<file path="src/rtl/store_buffer_drain.sv">
// Drain engine that retires the oldest store buffer entry into the dcache data array.
// Optional saturating drain/stall counters are enabled with DCACHE_ST_DRAIN_STATS_EN.

package store_buffer_drain_pkg;
   typedef struct packed {
      logic [31:0] addr;
      logic [1:0]  way;
      logic [1:0]  thread_id;
      logic [63:0] data;
      logic [2:0]  size;
   } store_buffer_t;
endpackage

module store_buffer_drain
   import store_buffer_drain_pkg::*;
#(
   parameter int IDLE_DRAIN_CYCLES = 4,
   parameter int IDLE_CNT_WIDTH    = 8
)(
   input  logic          clock,
   input  logic          reset,
   input  logic          sb_empty,
   input  logic          sb_full,
   output logic          get_oldest,
   input  store_buffer_t oldest_info,
   input  logic          dcache_busy,
   input  logic          flush_req,
   output logic          flush_done,
   output logic          wr_valid,
   input  logic          wr_ready,
   output store_buffer_t wr_info,
   output logic          drain_busy
`ifdef DCACHE_ST_DRAIN_STATS_EN
   ,
   output logic [15:0]   stat_drained,
   output logic [15:0]   stat_stall
`endif
);

   typedef enum logic {IDLE, WRITE} state_t;

   localparam logic [IDLE_CNT_WIDTH-1:0] IDLE_LIMIT = IDLE_CNT_WIDTH'(IDLE_DRAIN_CYCLES);

   state_t                    state_q, state_d;
   logic [IDLE_CNT_WIDTH-1:0] idle_cnt_q, idle_cnt_d;
   logic                      flush_pending_q, flush_pending_d;
   store_buffer_t             wr_info_q, wr_info_d;
   logic                      canDrain;
   logic                      drainCond;
   logic                      flushDone;

   // Pops are suppressed during reset so no entry is lost to a discarded register.
   assign canDrain  = !sb_empty && !dcache_busy && !reset;
   assign drainCond = canDrain &&
                      (sb_full || flush_pending_q || flush_req || (idle_cnt_q == IDLE_LIMIT));
   assign flushDone = flush_pending_q && sb_empty && (state_q == IDLE);

   always_ff @(posedge clock) begin
      if (reset) begin
         state_q         <= IDLE;
         idle_cnt_q      <= '0;
         flush_pending_q <= 1'b0;
         wr_info_q       <= '0;
      end else begin
         state_q         <= state_d;
         idle_cnt_q      <= idle_cnt_d;
         flush_pending_q <= flush_pending_d;
         wr_info_q       <= wr_info_d;
      end
   end

   always_comb begin
      state_d    = state_q;
      idle_cnt_d = idle_cnt_q;
      wr_info_d  = wr_info_q;
      unique case (state_q)
         IDLE: begin
            if (drainCond) begin
               state_d    = WRITE;
               wr_info_d  = oldest_info;
               idle_cnt_d = '0;
            end else if (canDrain) begin
               if (idle_cnt_q != IDLE_LIMIT) begin
                  idle_cnt_d = idle_cnt_q + IDLE_CNT_WIDTH'(1);
               end
            end else begin
               idle_cnt_d = '0;
            end
         end
         WRITE: begin
            idle_cnt_d = '0;
            if (wr_ready) begin
               state_d = IDLE;
            end
         end
         default: state_d = IDLE;
      endcase
   end

   // A request landing on the completion cycle starts a fresh flush.
   always_comb begin
      flush_pending_d = flush_pending_q || flush_req;
      if (flushDone) begin
         flush_pending_d = flush_req;
      end
   end

   always_comb begin
      get_oldest = (state_q == IDLE) && drainCond;
      wr_valid   = (state_q == WRITE);
      drain_busy = (state_q != IDLE);
      flush_done = flushDone;
      wr_info    = wr_info_q;
   end

`ifdef DCACHE_ST_DRAIN_STATS_EN
   logic [15:0] stat_drained_q;
   logic [15:0] stat_stall_q;

   always_ff @(posedge clock) begin
      if (reset) begin
         stat_drained_q <= '0;
         stat_stall_q   <= '0;
      end else begin
         if (wr_valid && wr_ready && (stat_drained_q != 16'hFFFF)) begin
            stat_drained_q <= stat_drained_q + 16'd1;
         end
         if (wr_valid && !wr_ready && (stat_stall_q != 16'hFFFF)) begin
            stat_stall_q <= stat_stall_q + 16'd1;
         end
      end
   end

   assign stat_drained = stat_drained_q;
   assign stat_stall   = stat_stall_q;
`endif

endmodule

</file>
<file path="config.mk">
export PLATFORM = sky130hd
export DESIGN_NAME = store_buffer_drain
export DESIGN_NICKNAME = d
export VERILOG_FILES = /design/src/rtl/store_buffer_drain.sv
export SDC_FILE = /design/constraint.sdc
export NUM_CORES = 1
export LEC_CHECK = 0
export ABC_AREA = 1
export CAP_MARGIN = 20
export CORE_MARGIN = 8
export CORE_UTILIZATION = 43
export CTS_CLUSTER_SIZE = 28
export DETAILED_ROUTE_END_ITERATION = 10
export GPL_TIMING_DRIVEN = 0
export HOLD_SLACK_MARGIN = 0.02
export PLACE_DENSITY_LB_ADDON = 0.1
export REMOVE_ABC_BUFFERS = 1
export SLEW_MARGIN = 0
export SYNTH_ARGS = -nofsm -noshare
export SYNTH_HDL_FRONTEND = slang
export SYNTH_SLANG_ARGS = --single-unit
</file>
<file path="constraint.sdc">
create_clock -name clock -period 1.7 [get_ports clock]
set_input_delay 0.34 -clock clock [delete_from_list [all_inputs] [get_ports clock]]
set_output_delay 0.34 -clock clock [all_outputs]
set_load 0.1 [all_outputs]
</file>
==> results of run 1 <==
-- through the flow --
| step | setup TNS, ns | hold WS (ns) | utilization, % | setup WS (ns) |
|---|---|---|---|---|
| after floorplan | -682.03 | 0.409 | - | -7.00 |
| after global placement | -987.85 | 0.430 | 61.8 | -10.06 |
| after detailed placement | -127.91 | 0.452 | 63.7 | -2.40 |
| after CTS | -8.22 | 0.262 | 72.6 | -0.254 |
| after global routing | -10.44 | 0.279 | 80.8 | -0.267 |
| final | -4.43 | 0.248 | 80.8 | -0.206 |
-- what timing repair did --
action / 4_1_cts / 5_1_grt
resized for setup: 354 / 88
setup buffers: 6 / 32
cloned: 11 / 23
setup endpoints to repair: 219 / 128
pin swaps: 3 / 11
-- cells in the final DEF, fill, tap and decap left out, types with 2 or more instances in the layout --
master           instances
clkbuf_8                 6
clkbuf_16               34
inv_1                  108
dlymetal6s2s_1           3
clkbuf_1                 4
clkinv_2                 5
dfxtp_1                109
clkdlybuf4s18_2         14
nor2_4                   2
clkdlybuf4s50_1        105
dfxtp_2                  3
nand2_1                112
a21oi_2                 27
inv_6                    2
buf_2                    8
bufbuf_16                5
buf_6                    3
nand3_1                105
inv_2                    4
xnor2_1                  2
nor2_1                 117
buf_16                  10
buf_8                    2
xor2_1                   3
buf_12                   9
buf_4                   30
a21oi_1                 78
clkdlybuf4s15_2         84
-- area by class of cell --
type,count,area [um2]
antenna,1,2.50
timing repair inverter,2,17.5
sequential,113,2270
inverter,114,447
tap,143,179
clock inverter,5,25.0
multi-input combinational,458,2220
fill,741,2190
timing repair buffer,290,3550
clock buffer,27,523
-- state kept, by name, indices dropped and copies added (netlist names) --
name and flops:
drain_busy 1, idle_cnt_q 8, wr_info 103, flush_pending_q 1
-- critical path: stages, from the launching register on --
cell and delay (ns):
dfxtp_2 0.33, inv_2 0.07, ha_4 0.14, nand3_4 0.09, o21ai_4 0.19, nand2_2 0.09
inv_2 0.07, buf_12 0.16
-- kinds of logic (layout without fill, tap and decap cells) --
family	after synthesis	in the layout	share of synthesized area [%]
compound gates	106	107	10.6
other cells	0	1	0
simple gates	343	344	28.4
buf+inv	172	438	14.6
flops	113	113	45.0
fa+ha+maj	2	2	0.498
xor+xnor	5	5	0.872
-- power groups by stage --
stage          Sequential (mW)  Clock, mW  Combinational [mW]
5_1_grt                   2.86       3.44                2.43
4_1_cts                   2.84       3.30                2.05
2_1_floorplan             3.78          0               0.451
6_report                  2.85       3.29                2.33
3_5_place_dp              2.89          0                1.97
3_3_place_gp              2.89          0                1.94
-- Yosys cell counts, drive strengths merged --
cell type	instances	area, um2
a21oi	105	526
and3	1	6.26
buf	48	268
clkbuf	10	37.5
dfxtp	113	2260
ha	2	25.0
inv	114	428
nand2	113	424
nand3	106	531
nand4	1	6.26
nor2	120	450
nor3	1	5.00
o21ai	1	5.00
or2	1	6.26
xnor2	2	17.5
xor2	3	26.3
-- layer usage --
metal | global-route usage, % | routed length, um | share of wire (%) | vias up
met5 | 0 | 0 | 0 | -
met4 | 9.59 | 590 | 2.7 | 0
met3 | 10.4 | 2380 | 11 | 43
met2 | 36.1 | 10300 | 48 | 288
met1 | 25.5 | 8320 | 38 | 2831
li1 | - | - | - | 2832
-- how the worst max path moves through the flow --
stage	startpoint	to	slack, ns	cells after the start
after floorplan	idle_cnt_q[0]$_SDFFE_PP0P_	get_oldest	-7.00	6
after global placement	idle_cnt_q[0]$_SDFFE_PP0P_	get_oldest	-10.06	7
after detailed placement	reset	get_oldest	-2.40	8
after CTS	idle_cnt_q[0]$_SDFFE_PP0P_	get_oldest	-0.25	7
after global routing	idle_cnt_q[0]$_SDFFE_PP0P_	get_oldest	-0.27	7
final	idle_cnt_q[0]$_SDFFE_PP0P_	get_oldest	-0.21	7
==> results.sh, run 1 <==
export IMPL_ys_seq_area_share_pct=45.0
export IMPL_status="complete, but fails checks"
export IMPL_p_seq_share_pct=33.7
export IMPL_cts_sinks=113
export IMPL_syn_area_um2=5020
export IMPL_power_mw=8.47
export IMPL_first_pass_iters=7
export IMPL_nets=1108
export IMPL_pwr_share_comb_pct=27.5
export IMPL_hold_viol_final=0
export IMPL_p_switching_mw=2.79
export IMPL_critPathCaptureType="output pin"
export IMPL_rows=39
export IMPL_placed_cells=1050
export IMPL_vias=5994
export IMPL_reg2reg_slack_ns=-0.13
export IMPL_rsz0062_at_grt="true"
export IMPL_drtIter0Drc=301
export IMPL_swShare_pct=32.9
export IMPL_die_w_um=124
export IMPL_hold_end="flush_pending_q$_SDFF_PP0_"
export IMPL_cts_reportedPaths_clkPinSlew_ns=0.05
export IMPL_grt_max_degree=46
export IMPL_synth_cell_type_count=20
export IMPL_die_area_um2=15400
export IMPL_drv_slew=0
export IMPL_io_pin_count=217
export IMPL_portBuffers=216
export IMPL_routed_via_density=5.20
export IMPL_cap_viol_max_count=0
export IMPL_hp_start="flush_req"
export IMPL_power_leakage_nw=4.20
export IMPL_dp_hpwl_um=10400
export IMPL_cts_tree="built"
export IMPL_period_share_pct=112
export IMPL_layout_drive_gt1_share_pct=25.9
export IMPL_syn_to_final_growth_pct=83.7
export IMPL_path_max_fanout=3
export IMPL_clock_latency_ns=0.42
export IMPL_violations="negative setup slack"
export IMPL_max_clock_freq_mhz=525
export IMPL_ys_ff_latch=113
export IMPL_fin_area_um2=9230
export IMPL_initial_core_util_pct=44.0
export IMPL_internal_power_mw=5.68
export IMPL_p_clk_share_pct=38.8
export IMPL_worstSetupStartpointType="flip-flop"
export IMPL_skew_ns=0.0141
export IMPL_required_ns=1.36
export IMPL_synth_cells=741
export IMPL_worstSetupPathType="reg2out"
export IMPL_drc_errors=0
export IMPL_fin_crit_ns=1.91
export IMPL_power_density_nw_per_um2=918
export IMPL_gp_congestion=0.747
export IMPL_grt_use_total_pct=22.6
export IMPL_clk_path_buf_depth=2
export IMPL_rr_startpoint="idle_cnt_q[0]$_SDFFE_PP0P_"
export IMPL_wl_per_cell_um=18.7
export IMPL_setup_violations=76
export IMPL_worstMarginPinSlew_ns=0.636
export IMPL_relSlewSlack_pct=57.6
export IMPL_grt_pass1_vias=5164
export IMPL_cts_buffers=17
export IMPL_r2r_end="wr_info[76]$_SDFFE_PP0P_"
export IMPL_r2r_cells=11
export IMPL_antenna_found_initial=1
export IMPL_htreeDepth=4
export IMPL_critPathArrivalTime_ns=1.57
export IMPL_ant_nets=0
export IMPL_hold_depth=3
export IMPL_die_h_um=124
export IMPL_overflow=0
export IMPL_hold_buffers=0
export IMPL_place_area_um2=7280
export IMPL_setup_slack_ns=-0.206
export IMPL_peakVddDrop_v=0.000621
export IMPL_hold_class="in2reg"
export IMPL_totalWireLength_um=21600
export IMPL_root_buffer="clkbuf_16"
export IMPL_avgSynthCellArea_um2=6.78
export IMPL_yosysWarningCount=0
export IMPL_grt_pass1_wl_um=26800
export IMPL_coreArea_um2=11400
export IMPL_stdcell_count=1153
Power figures use the tool's default switching activity.
==> run 2: changes to the inputs <==
--- a/config.mk
+++ b/config.mk
@@ -8,7 +8,7 @@
 export ABC_AREA = 1
 export CAP_MARGIN = 20
 export CORE_MARGIN = 8
-export CORE_UTILIZATION = 43
+export CORE_UTILIZATION = 46
 export CTS_CLUSTER_SIZE = 28
 export DETAILED_ROUTE_END_ITERATION = 10
 export GPL_TIMING_DRIVEN = 0
==> constraint.sdc (replaced) <==
create_clock -name clock -period 2.4 [get_ports clock]
set_input_delay 0.48 -clock clock [delete_from_list [all_inputs] [get_ports clock]]
set_output_delay 0.48 -clock clock [all_outputs]
set_load 0.1 [all_outputs]
==> run 2 against run 1 <==
Effect of this change:
- cell area decreased by 14%
- flip-flop and latch count unchanged
- largest cell class unchanged
- core utilization decreased by 6.8 points
- register-to-register slack gained 0.69 ns
- via count down 10%
- sequential power is 29% lower
- non-clock buffer count fell by 54
- final cell count fell by 5.2%
- first-iteration DRC count rose by 6.3%
- the flow now finishes without violations
- critical endpoint unchanged
- die area is 5.7% lower
- clock-buffer cell count down 3
==> results.sh, run 2 (synthesis results as in run 1) <==
export IMPL_timing_critical_path_mode_cell="buf_12"
export IMPL_coreArea_um2=10700
export IMPL_cts_tree="built"
export IMPL_seq_area_um2=2260
export IMPL_wl_per_cell_um=15.0
export IMPL_power_leakage_nw=4.06
export IMPL_grt_max_degree=96
export IMPL_vias=5381
export IMPL_final_cell_mix="119 x nor2_1, 113 x dfxtp_1, 112 x nand2_1, 111 x inv_1, 108 x clkdlybuf4s50_1"
export IMPL_path_buf_inv=5
export IMPL_multi_input_area_um2=2070
export IMPL_dp_hpwl_um=10200
export IMPL_relSlewSlack_pct=32.0
export IMPL_clk_path_buf_depth=2
export IMPL_ant_nets=0
export IMPL_place_area_um2=7250
export IMPL_peakVddDrop_v=0.000383
export IMPL_period_share_pct=96.7
export IMPL_io_pin_count=217
export IMPL_root_buffer="clkbuf_8"
export IMPL_drv_slew=0
export IMPL_worstMarginPinSlew_ns=1.02
export IMPL_worstSetupPathType="in2out"
export IMPL_status="finished, final reports clean"
export IMPL_drc_errors=0
export IMPL_cap_viol_max_count=0
export IMPL_cts_sinks=113
export IMPL_die_w_um=121
export IMPL_path_cells="clkdlybuf4s50_1 > inv_1 > and3_4 > buf_12 > nand2_2 > inv_2 > buf_12"
export IMPL_power_mw=5.79
export IMPL_gp_congestion=0.737
export IMPL_layout_drive_gt1_share_pct=6.61
export IMPL_final_common_cell="nor2_1"
export IMPL_largest_reg_flops=103
export IMPL_grt_use_total_pct=22.3
export IMPL_rows=38
export IMPL_critPathArrivalTime_ns=1.84
export IMPL_hold_class="in2reg"
export IMPL_cpMaxStageDelayCell="clkdlybuf4s50_1"
export IMPL_cts_reportedPaths_clkPinSlew_ns=0.05
export IMPL_fin_crit_ns=2.32
export IMPL_die_area_um2=14500
export IMPL_portBuffers=216
export IMPL_htreeDepth=4
export IMPL_setup_violations=0
export IMPL_power_density_nw_per_um2=727
export IMPL_syn_to_final_growth_pct=58.4
export IMPL_clock_latency_ns=0.51
export IMPL_critPathCaptureType="output pin"
export IMPL_initial_core_util_pct=46.8
export IMPL_crit_family="buffers and inverters"
export IMPL_routed_via_density=4.92
export IMPL_grt_pass1_wl_um=26000
export IMPL_nFillCells=878
export IMPL_cts_buffers=17
export IMPL_antenna_found_initial=0
export IMPL_slowest_delay_ns=0.47
export IMPL_grt_pass1_vias=5201
export IMPL_drtIter0Drc=320
export IMPL_max_clock_freq_mhz=431
export IMPL_skew_ns=0.00739
export IMPL_hold_viol_final=0
export IMPL_totalWireLength_um=16400
export IMPL_antennaDiodeCount=0
export IMPL_nets=1054
export IMPL_path_max_fanout=15
export IMPL_rsz0062_at_grt="false"
export IMPL_required_ns=1.92
export IMPL_die_h_um=121
export IMPL_overflow=0
export IMPL_worstSetupStartpointType="primary input"
export IMPL_fin_area_um2=7960
export IMPL_first_pass_iters=4
-- run 2: worst register-to-register path, delay by kind of cell, from the launching register on --
kind	cells	cell delay, ns
simple gates	5	0.81
buf+inv	2	0.58
flops	1	0.34
-- run 2: path summary, 6_finish.rpt --
check	from	endpoint	slack, ns	cells after the start
max	sb_empty	get_oldest	0.08	7
max reg2reg	drain_busy$_SDFF_PP0_	wr_info[34]$_SDFFE_PP0P_	0.56	7
min	reset	flush_pending_q$_SDFF_PP0_	0.32	2
min reg2reg	idle_cnt_q[0]$_SDFFE_PP0P_	idle_cnt_q[0]$_SDFFE_PP0P_	0.46	1
-- run 2: cell type report --
cell class | instances | area share [%]
Clock inverter | 6 | 1.01
Sequential cell | 113 | 28.4
Clock buffer | 24 | 6.04
Inverter | 114 | 5.71
Tap cell | 140 | 2.20
Timing Repair Buffer | 236 | 30.4
Timing Repair inverter | 2 | 0.220
Multi-Input combinational cell | 458 | 26.0
-- run 2: metrics by stage --
stage                     TNS (ns)  setup WS, ns  hold slack, ns  utilization, %  std cells
after floorplan            -601.71         -6.44           0.417               -        683
after CTS                  -0.0641       -0.0641           0.290            73.2       1085
final                            0        0.0784           0.317            74.1       1093
after global placement     -891.28         -9.39           0.429            65.7       1039
after global routing             0        0.0339           0.302            74.1       1093
after detailed placement    -74.73         -2.12           0.458            67.5       1047
-- run 2: what timing repair did --
item / in CTS / in global routing
pin swaps: 2 / 1
hold buffers: 0 / 0
resized for setup: 130 / 1
cloned: 7 / 2
endpoints found under the setup margin: 191 / 1
hold endpoints to repair: 0 / 0
setup buffers: 1 / 6
-- run 2: where the power goes --
part | total, mW | internal, mW | switching, mW
Combinational | 1.39 | 0.417 | 0.976
Clock | 2.38 | 1.57 | 0.817
Sequential | 2.01 | 1.97 | 0.0418
Total | 5.79 | 3.95 | 1.84
-- run 2: routing by layer --
metal	wire (um)	global-route usage, %	vias to the layer above
met1	6300	24.3	2439
met5	0	0	-
met3	1420	8.67	39
li1	-	-	2706
met4	604	11.2	0
met2	8070	37.1	197
==> run 3: changes to the inputs <==
==> constraint.sdc (replaced) <==
create_clock -name clock -period 2.4 [get_ports clock]
set_input_delay 0.48 -clock clock [delete_from_list [all_inputs] [get_ports clock]]
set_output_delay 0.48 -clock clock [all_outputs]
set_load 0.05 [all_outputs]
==> run 3 against run 2 <==
Effect of this change:
- combinational power down 19%
- clock-buffer cell count unchanged
- fmax up 0.46%
- first-iteration DRC count up 13%
- final cell count unchanged
- flip-flop and latch count unchanged
- clock power about the same
- sequential share of layout area down 0.40 points
- worst setup slack better by 0.011 ns
- largest power group unchanged
- critical path type unchanged
- cell area up 1.4%
- sequential power about the same
==> results.sh, run 3 (synthesis results as in run 1) <==
export IMPL_path_buf_inv=4
export IMPL_rows=38
export IMPL_peakVddDrop_v=0.000364
export IMPL_root_buffer="clkbuf_8"
export IMPL_die_area_um2=14500
export IMPL_totalWireLength_um=16500
export IMPL_whs_ns=0.316
export IMPL_drc_errors=0
export IMPL_die_h_um=121
export IMPL_p_seq_share_pct=36.5
export IMPL_cts_reportedPaths_clkPinSlew_ns=0.05
export IMPL_relSlewSlack_pct=62.4
export IMPL_stdcell_count=1093
export IMPL_cpMaxStageDelayCell="clkdlybuf4s50_1"
export IMPL_initial_core_util_pct=46.8
export IMPL_cts_tree="built"
export IMPL_hold_class="in2reg"
export IMPL_cts_buffers=17
export IMPL_io_pin_count=217
export IMPL_wl_per_cell_um=15.1
export IMPL_cap_viol_max_count=0
export IMPL_nets=1054
export IMPL_largest_reg_flops=103
export IMPL_grt_use_total_pct=22.2
export IMPL_first_pass_iters=4
export IMPL_placed_cells=1047
export IMPL_routed_via_density=4.95
export IMPL_critPathCaptureType="output pin"
export IMPL_hold_viol_final=0
export IMPL_overflow=0
export IMPL_totalNegativeSetupSlack_ns=0
export IMPL_portBuffers=216
export IMPL_hold_buffers=0
export IMPL_grt_max_degree=96
export IMPL_slowest_delay_ns=0.41
export IMPL_fin_area_um2=8070
export IMPL_fin_crit_ns=2.31
export IMPL_grt_pass1_vias=5207
export IMPL_pwr_share_comb_pct=20.3
export IMPL_die_w_um=121
export IMPL_antenna_found_initial=0
export IMPL_path_cells="clkdlybuf4s50_1 > nor2_2 > and3_4 > buf_12 > nand2_1 > inv_1 > buf_6"
export IMPL_setup_violations=0
export IMPL_crit_family="buffers and inverters"
export IMPL_critPathArrivalTime_ns=1.83
export IMPL_multi_input_area_um2=2060
export IMPL_required_ns=1.92
export IMPL_seq_area_um2=2260
export IMPL_coreArea_um2=10700
export IMPL_rsz0062_at_grt="false"
export IMPL_clk_path_buf_depth=2
export IMPL_skew_ns=0.00913
export IMPL_path_max_fanout=15
export IMPL_ant_nets=0
export IMPL_worstSetupPathType="in2out"
export IMPL_gp_congestion=0.737
export IMPL_grt_pass1_wl_um=25800
export IMPL_antennaDiodeCount=0
export IMPL_p_switching_mw=1.51
export IMPL_p_clk_share_pct=43.2
export IMPL_nFillCells=837
export IMPL_reg2reg_slack_ns=0.57
export IMPL_swShare_pct=27.3
export IMPL_drtIter0Drc=362
export IMPL_dp_hpwl_um=10200
export IMPL_place_area_um2=7250
export IMPL_internal_power_mw=4.01
export IMPL_vias=5413
export IMPL_clock_latency_ns=0.51
export IMPL_power_density_nw_per_um2=684
export IMPL_final_common_cell="clkdlybuf4s50_1"
export IMPL_layout_drive_gt1_share_pct=6.19
export IMPL_cts_sinks=113
export IMPL_worstMarginPinSlew_ns=0.563
export IMPL_max_clock_freq_mhz=433
export IMPL_period_share_pct=96.3
export IMPL_power_mw=5.52
export IMPL_syn_to_final_growth_pct=60.7
export IMPL_status="finished, final reports clean"
export IMPL_htreeDepth=4
export IMPL_drv_slew=0
export IMPL_worstSetupStartpointType="primary input"
export IMPL_power_leakage_nw=3.61
export IMPL_final_cell_mix="213 x clkdlybuf4s50_1, 119 x nor2_1, 113 x nand2_1, 113 x dfxtp_1, 112 x inv_1"
[run 3: cell types whose count changed in the layout (fill, tap and decap cells not counted)]
| cell | previous run | this run |
|---|---|---|
| nand2_1 | 112 | 113 |
| nand3_2 | 1 | 0 |
| clkdlybuf4s15_2 | 1 | 0 |
| buf_12 | 6 | 5 |
| dlygate4sd2_1 | 105 | 1 |
| nand2_2 | 1 | 0 |
| inv_2 | 2 | 1 |
| buf_6 | 0 | 1 |
| inv_1 | 111 | 112 |
| nand3_1 | 105 | 106 |
| clkdlybuf4s50_1 | 108 | 213 |
[run 3: path summary, 6_finish.rpt]
kind                              start                    endpoint  depth (start not counted)
min                               reset  flush_pending_q$_SDFF_PP0_                          2
min reg2reg  idle_cnt_q[0]$_SDFFE_PP0P_  idle_cnt_q[0]$_SDFFE_PP0P_                          1
max                         dcache_busy                  get_oldest                          7
max reg2reg       drain_busy$_SDFF_PP0_    wr_info[94]$_SDFFE_PP0P_                          7
[run 3: power groups by stage]
stage	logic (mW)	registers, mW	clock network (mW)
3_5_place_dp	1.06	2.05	0
2_1_floorplan	0.312	2.35	0
5_1_grt	1.20	2.02	2.51
4_1_cts	1.10	2.01	2.43
3_3_place_gp	1.04	2.05	0
6_report	1.12	2.01	2.39
[run 3: worst register-to-register path, cell delays in order (launching register included)]
cell     delay, ns
dfxtp_1       0.35
nor2_2        0.25
and3_4        0.27
buf_4         0.25
buf_16        0.34
nand3_1       0.15
nand2_1       0.08
nor2_1        0.04
[run 3: layout make-up]
type	instances	share of cell area, %
clock buffers	24	5.95
clock inverters	6	0.992
inverters	114	5.63
multi-input cells	458	25.5
flip-flops and latches	113	28.0
well taps	140	2.17
repair buffers	236	31.5
repair inverters	2	0.217
[run 3: metrics by stage]
stage | setup WS (ns) | util, %
6_report | 0.0891 | 75.1
3_5_place_dp | -1.79 | 67.5
3_3_place_gp | -9.06 | 65.7
4_1_cts | 0.0101 | 74.3
2_1_floorplan | -6.13 | -
5_1_grt | 0.00147 | 75.1
[run 3: routing by layer]
| metal | GRT usage (%) | wire, um |
|---|---|---|
| met5 | 0 | 0 |
| met4 | 11.6 | 616 |
| met3 | 8.67 | 1430 |
| met2 | 36.8 | 7950 |
| met1 | 24.1 | 6480 |
[run 3: timing repair]
action | in CTS | in global routing
resized for setup | 19 | 0
gates cloned | 7 | 2
setup buffers | 2 | 5
setup endpoints to repair | 86 | 1
pin swaps | 2 | 1
